==> src/rtl/loop_seq_pkg.sv <==
// Shared definitions for the loop counter sequencer: FSM state encoding and default counter width.
package loop_seq_pkg;

  localparam int LOOP_SEQ_WIDTH_DEFAULT = 4;

  typedef enum logic [1:0] {
    IDLE = 2'd0,
    LOAD = 2'd1,
    RUN  = 2'd2,
    DONE = 2'd3
  } loop_state_e;

endpackage

==> src/rtl/loop_counter_seq.sv <==
// Do-while loop counter: presents one counter value per beat over a valid/ready
// handshake, from init+1 up to a captured limit, with abort and a completion pulse.
//
//   state | meaning
//   IDLE  | waiting for start; init/limit captured on acceptance
//   LOAD  | first increment of the counter (body always runs once)
//   RUN   | cnt offered downstream; advance or finish on each accepted beat
//   DONE  | one-cycle done pulse, then back to IDLE
module loop_counter_seq
  import loop_seq_pkg::*;
#(
  parameter int WIDTH = LOOP_SEQ_WIDTH_DEFAULT
) (
  input  logic             clk,
  input  logic             rst_n,
  input  logic             start,
  input  logic [WIDTH-1:0] init,
  input  logic [WIDTH-1:0] limit,
  input  logic             abort,
  output logic [WIDTH-1:0] cnt,
  output logic             cnt_valid,
  input  logic             cnt_ready,
  output logic             busy,
  output logic             done,
  output logic [WIDTH-1:0] final_cnt
);

  loop_state_e      r_state;
  loop_state_e      w_state_nxt;
  logic [WIDTH-1:0] r_counter;
  logic [WIDTH-1:0] r_limit;
  logic [WIDTH-1:0] r_final;
  logic             w_start_acc;
  logic             w_beat_acc;
  logic             w_more;

  always_comb begin
    w_start_acc = 1'b0;
    w_beat_acc  = 1'b0;
    w_more      = 1'b0;
    w_state_nxt = r_state;
    w_start_acc = (r_state == IDLE) && start && !abort;
    // abort takes priority over a beat that would otherwise be accepted
    w_beat_acc  = (r_state == RUN) && cnt_ready && !abort;
    w_more      = (r_counter < r_limit);
    case (r_state)
      IDLE: if (w_start_acc) w_state_nxt = LOAD;
      LOAD: w_state_nxt = abort ? IDLE : RUN;
      RUN: begin
        if (abort) begin
          w_state_nxt = IDLE;
        end else if (w_beat_acc && !w_more) begin
          w_state_nxt = DONE;
        end
      end
      DONE: w_state_nxt = IDLE;
      default: w_state_nxt = IDLE;
    endcase
  end

  always_ff @(posedge clk or negedge rst_n) begin
    if (!rst_n) begin
      r_state   <= IDLE;
      r_counter <= '0;
      r_limit   <= '0;
      r_final   <= '0;
    end else begin
      r_state <= w_state_nxt;
      case (r_state)
        IDLE: begin
          if (w_start_acc) begin
            r_counter <= init;
            r_limit   <= limit;
          end
        end
        LOAD: begin
          if (!abort) r_counter <= WIDTH'(r_counter + 1'b1);
        end
        RUN: begin
          if (w_beat_acc) begin
            if (w_more) r_counter <= WIDTH'(r_counter + 1'b1);
            else        r_final   <= r_counter;
          end
        end
        default: ;
      endcase
    end
  end

  assign cnt       = r_counter;
  assign cnt_valid = (r_state == RUN);
  assign busy      = (r_state != IDLE);
  assign done      = (r_state == DONE) && !abort;
  assign final_cnt = r_final;

endmodule

==> config.mk <==
export PLATFORM = sky130hd
export DESIGN_NAME = loop_counter_seq
export DESIGN_NICKNAME = d
export VERILOG_FILES = /design/src/rtl/loop_seq_pkg.sv /design/src/rtl/loop_counter_seq.sv
export SDC_FILE = /design/constraint.sdc
export NUM_CORES = 1
export LEC_CHECK = 0
export ABC_AREA = 1
export ABC_CLOCK_PERIOD_IN_PS = 2100
export CORE_MARGIN = 2
export CORE_UTILIZATION = 35
export DETAILED_ROUTE_END_ITERATION = 10
export DONT_BUFFER_PORTS = 1
export PLACE_DENSITY_LB_ADDON = 0.2
export SETUP_SLACK_MARGIN = 0.4
export SLEW_MARGIN = 10
export SYNTH_ARGS = -nofsm -noshare
export SYNTH_HDL_FRONTEND = slang
export SYNTH_SLANG_ARGS = --single-unit
==> constraint.sdc <==
create_clock -name clk -period 2.1 [get_ports clk]
set_clock_uncertainty 0.15 [all_clocks]
set_input_delay 0.21 -clock clk [delete_from_list [all_inputs] [get_ports clk]]
set_output_delay 0.21 -clock clk [all_outputs]
set_load 0.1 [all_outputs]
; Word-level counts from Yosys, hierarchy flattened
; Cells that the tools add are included.
[classes]
n_addsub = 1
n_lt_le_gt_ge = 1
eq_ne = 8
muxes = 10
bitwise_logic = 1
reduce_logical = 15
[ops]
columns = op, count
row1 = $mux 4, 4
row2 = $pmux 4 s3, 1
row3 = $mux 2, 4
row4 = $pmux 2 s4, 1
row5 = $logic_and 1x1->1, 6
row6 = $reduce_and 5->1, 1
row7 = $add 4x1->4 const B, 1
row8 = $eq 2x2->1 const B, 2
row9 = $lt 4x4->1, 1
row10 = $ne 2x1->1 const B, 2
row11 = $ne 2x2->1 const B, 2
row12 = $reduce_and 2->1, 2
row13 = $ne 3x2->1 const B, 1
row14 = $reduce_and 3->1, 1
row15 = $reduce_bool 3->1, 1
row16 = $eq 2x1->1 const B, 1
row17 = $logic_not 1->1, 2
row18 = $logic_not 2->1, 1
row19 = $reduce_bool 2->1, 1
row20 = $not 1->1, 1
[word_totals]
reg_bits = 14
output_inout_bits = 11
word_cells = 40

; Logic depth before layout (Yosys ltp)
[logic_depth]
ltp_word = 7
ltp_mapped = 11
depth_no_buf = 11

; Least setup slack after synthesis
; OpenSTA, ideal clock, no wires.
[synth_timing]
path_kind = register to register
start = register r_state[0]
end = register r_counter[2], in the netlist cnt[2]
arrival_time_ns = 2.087
required_ns = 1.827
slack_ns = -0.260
stages_incl_launch_ff = 10
path_buffers = 0
period_less_slack_ns = 2.360
cell_sequence = dfrtp_1 inv_1 ha_1 nand2_1 nor2_2 nand3_1 nand2_1 nand2_2 nand2_1 nand2_1
[synth_between]
elab_chain_cells = 5
[synth_rtl]
columns = item, line
row1 = start: declaration, loop_counter_seq.sv:28  ; loop_state_e r_state;
row2 = start signal: assignment, loop_counter_seq.sv:68  ; r_state <= w_state_nxt;
row3 = $eq 2x2->1 *, --
row4 = named net cnt_valid, loop_counter_seq.sv:21  ; output logic cnt_valid,
row5 = $logic_and 1x1->1 (2 in series), loop_counter_seq.sv:44  ; w_beat_acc = (r_state == RUN) && cnt_ready && !abort;
row6 = $ne 2x1->1 (no source line), --
row7 = $reduce_and 5->1 (no source line), --
row8 = end signal: assignment, loop_counter_seq.sv:72  ; r_counter <= init;
row9 = end signal: assignment, loop_counter_seq.sv:77  ; if (!abort) r_counter <= WIDTH'(r_counter + 1'b1);
row10 = end signal: assignment, loop_counter_seq.sv:81  ; if (w_more) r_counter <= WIDTH'(r_counter + 1'b1);
row11 = end: declaration, loop_counter_seq.sv:30  ; logic [WIDTH-1:0] r_counter;
; Mark *: on every way through the listed nets, which the timed path passes. The rest lies on a longest branch.
; A chain may end at the register's enable or synchronous reset.

; Final worst setup path
[layout_timing]
start = register r_state[1]
end = output done
[layout_between]
elab_chain_cells = 2
[layout_rtl]
columns = item, line
row1 = $eq 2x2->1, loop_counter_seq.sv:93  ; assign done = (r_state == DONE) && !abort;
row2 = $logic_and 1x1->1, loop_counter_seq.sv:93
row3 = end: declaration, loop_counter_seq.sv:24  ; output logic done,
; Every way passes these cells.

==> results by group <==
Status
  – Status: complete, no violations

Global routing
  – Initial antenna violation count: 0
  – Number of global-route vias before repair: 729
  – GRT Util Overall: 16.0%
  – Largest net degree at the start of global routing: 15
  – First-pass GRT wire length: around 3.2 mm
  – Global route overflow: 0

Synthesis
  – Distinct cell type count after synthesis: 15
  – Top post-synthesis cells by area: dfrtp_1, nand2_1, ha_1
  – Cell Area, Synth: around 850 µm²
  – Largest area contributor in the netlist: dfrtp_1
  – Post-Syn Area per Cell: 7.79 µm²
  – Gate Count Post-Synth: around 110
  – Top-area cell type share of the netlist area: 41.2%
  – YS warnings: 0
  – Seq/Total Area, Yosys: between 40 and 50%
  – Synth Net Count: 130
  – #FFs+latches synth: 14

Routing
  – Via total after detailed routing: 802
  – ANT nets after route: 0
  – Iteration-0 DRC count of the detailed router: 10
  – Per-cell routed wire length: around 12 µm
  – Total wire length: 2.02 mm
  – Vias per cell: 4.80
  – DR DRC count: 0
  – Initial DRT Pass Iterations: 5

Place
  – DP Wirelength: 1.50 mm
  – Placer Congestion: slightly above 0.8
  – Port bufs: 0

STA
  – Fin crit share: a little over four fifths
  – Fin crit period: 1.75 ns
  – Total negative setup slack: 0 ns
  – Hold_ws: just over 0.009 ns
  – RSZ-0062 raised after global routing: true
  – Slew Viols, Final: 0
  – Hold Vio Cnt, Final: 0
  – Least-Margin Pin Slew: 0.645 ns
  – Slew margin rel.: 56.9%
  – # setup viols final: 0
  – F_max: 0.570 GHz

Clock network
  – CTS buffer count: 3
  – CTS root buf: clkbuf_4
  – Clock buffer depth: 2
  – H-tree levels: 1
  – Clk Latency, worst-skew pair: slightly below 0.3 ns
  – Clk pin slew, worst setup/hold paths: 0.09 ns
  – Clk sink count: 14
  – CTS tree: done

Worst setup path
  – WP data required: 1.74 ns
  – Crit. End Element: output port
  – Critical Path AT: 1.39 ns
  – Critical path class: flop to output port
  – Largest fanout on the critical path: 4
  – Startpoint class of the critical path: flop

Final layout
  – Filler Cell Count: 204
  – Antenna diodes: 0
  – Share of cells above drive strength 1: 43.2%
  – Area Growth Syn to Fin: 55.5%
  – Most frequent cells in the layout: nand2_1, buf_4, inv_1, nand3_1, dfrtp_1
  – Sequential cell area: 364 µm²
  – Area of the multi-input gates: 602 µm²
  – Nets: 161
  – Commonest non-fill, non-tap cell in the layout: nand2_1

Floorplan
  – Total core area: roughly 0.0023 mm²
  – Horiz. Die Dim: between 50 and 60 µm
  – # rows: 17
  – I/O Pins: 24
  – Die Span Y: 53.3 µm
  – Die Area: between 0.002 and 0.003 mm²
  – Initial Util: 37.7%

Flow run
  – Max cap viols: 0

Hold path
  – Worst hold path class: primary input to flop
==> timing repair <==
action,in CTS,in global routing
setup buffers,1,8
setup endpoints to repair,6,9
pin swaps,1,10
hold endpoints to repair,21,0
hold buffers,7,0
gates resized for setup,1,20
==> final timing paths <==
check | endpoint | start | cells past startpoint | slack, ns
worst max register to register | cnt[3] | cnt[2] | 6 | 0.43
min in group asynchronous | r_limit[2] | rst_n | 1 | 0.23
worst min register to register | final_cnt[1] | final_cnt[1] | 2 | 0.33
worst max-delay path | done | r_state[1] | 3 | 0.35
worst min-delay path | r_state[1] | abort | 3 | 0.009
max in group asynchronous | cnt[3] | rst_n | 1 | 1.10
==> worst max-delay path, cell delays in order, from the launching register on <==
cell and delay [ns]:
dfrtp_2 0.42, ha_1 0.15, inv_1 0.06, nor2_4 0.48
==> flip-flops by register name, summed over array words and instances, names as in the netlist <==
register   count
cnt            4
final_cnt      4
r_limit        4
r_state        2
==> cells by family after synthesis <==
| family | synth area share [%] |
|---|---|
| adder cells (fa/ha/maj) | 11.8 |
| multiplexers | 1.33 |
| buffers and inverters | 6.19 |
| flip-flops | 41.2 |
| AND/OR/NAND/NOR | 30.5 |
| AO/OA/AOI/OAI | 7.95 |
| XOR/XNOR | 1.03 |
==> final cells by class <==
type	count	area share, %
Timing Repair Buffer	26	17.2
Sequential cell	14	27.6
Clock buffer	4	2.75
Tap cell	28	2.65
Inverter	14	4.26
Multi-Input combinational cell	81	45.5
==> synthesized netlist by cell type <==
cell and number:
inv_1 13, nand3_4 1, nor2_1 4, dfrtp_1 14, xor2_1 1, inv_2 1
nand2_1 39, nor2_2 1, mux2_2 1, nand3_1 11, o21ai_0 6, a22oi_2 1
a21oi_1 5, nand2_2 3, ha_1 8
==> metrics by stage <==
step / setup WS, ns / cell area (µm²) / util [%] / std cells
finish: 0.347 / 1320 / 58.6 / 167
global route: 0.284 / 1320 / 58.6 / 167
CTS: 0.310 / 1200 / 53.2 / 159
detailed placement: 0.338 / 1070 / 47.7 / 147
global placement: 0.375 / 1070 / 47.7 / 147
floorplan: 0.356 / 965 / - / 109
==> routing by layer <==
| layer | share of wire [%] | GRT usage, % | routed length (µm) | vias up |
|---|---|---|---|---|
| met5 | 0 | 0 | 0 | - |
| met4 | 3.4 | 11.1 | 68 | 0 |
| met3 | 5.4 | 2.82 | 109 | 7 |
| met2 | 46 | 24.5 | 931 | 25 |
| met1 | 45 | 20.2 | 908 | 361 |
| li1 | - | - | - | 409 |
Power is left out: the tool's default activity adds up to more than one toggle a clock period on the data nets, which glitch-free logic cannot reach.
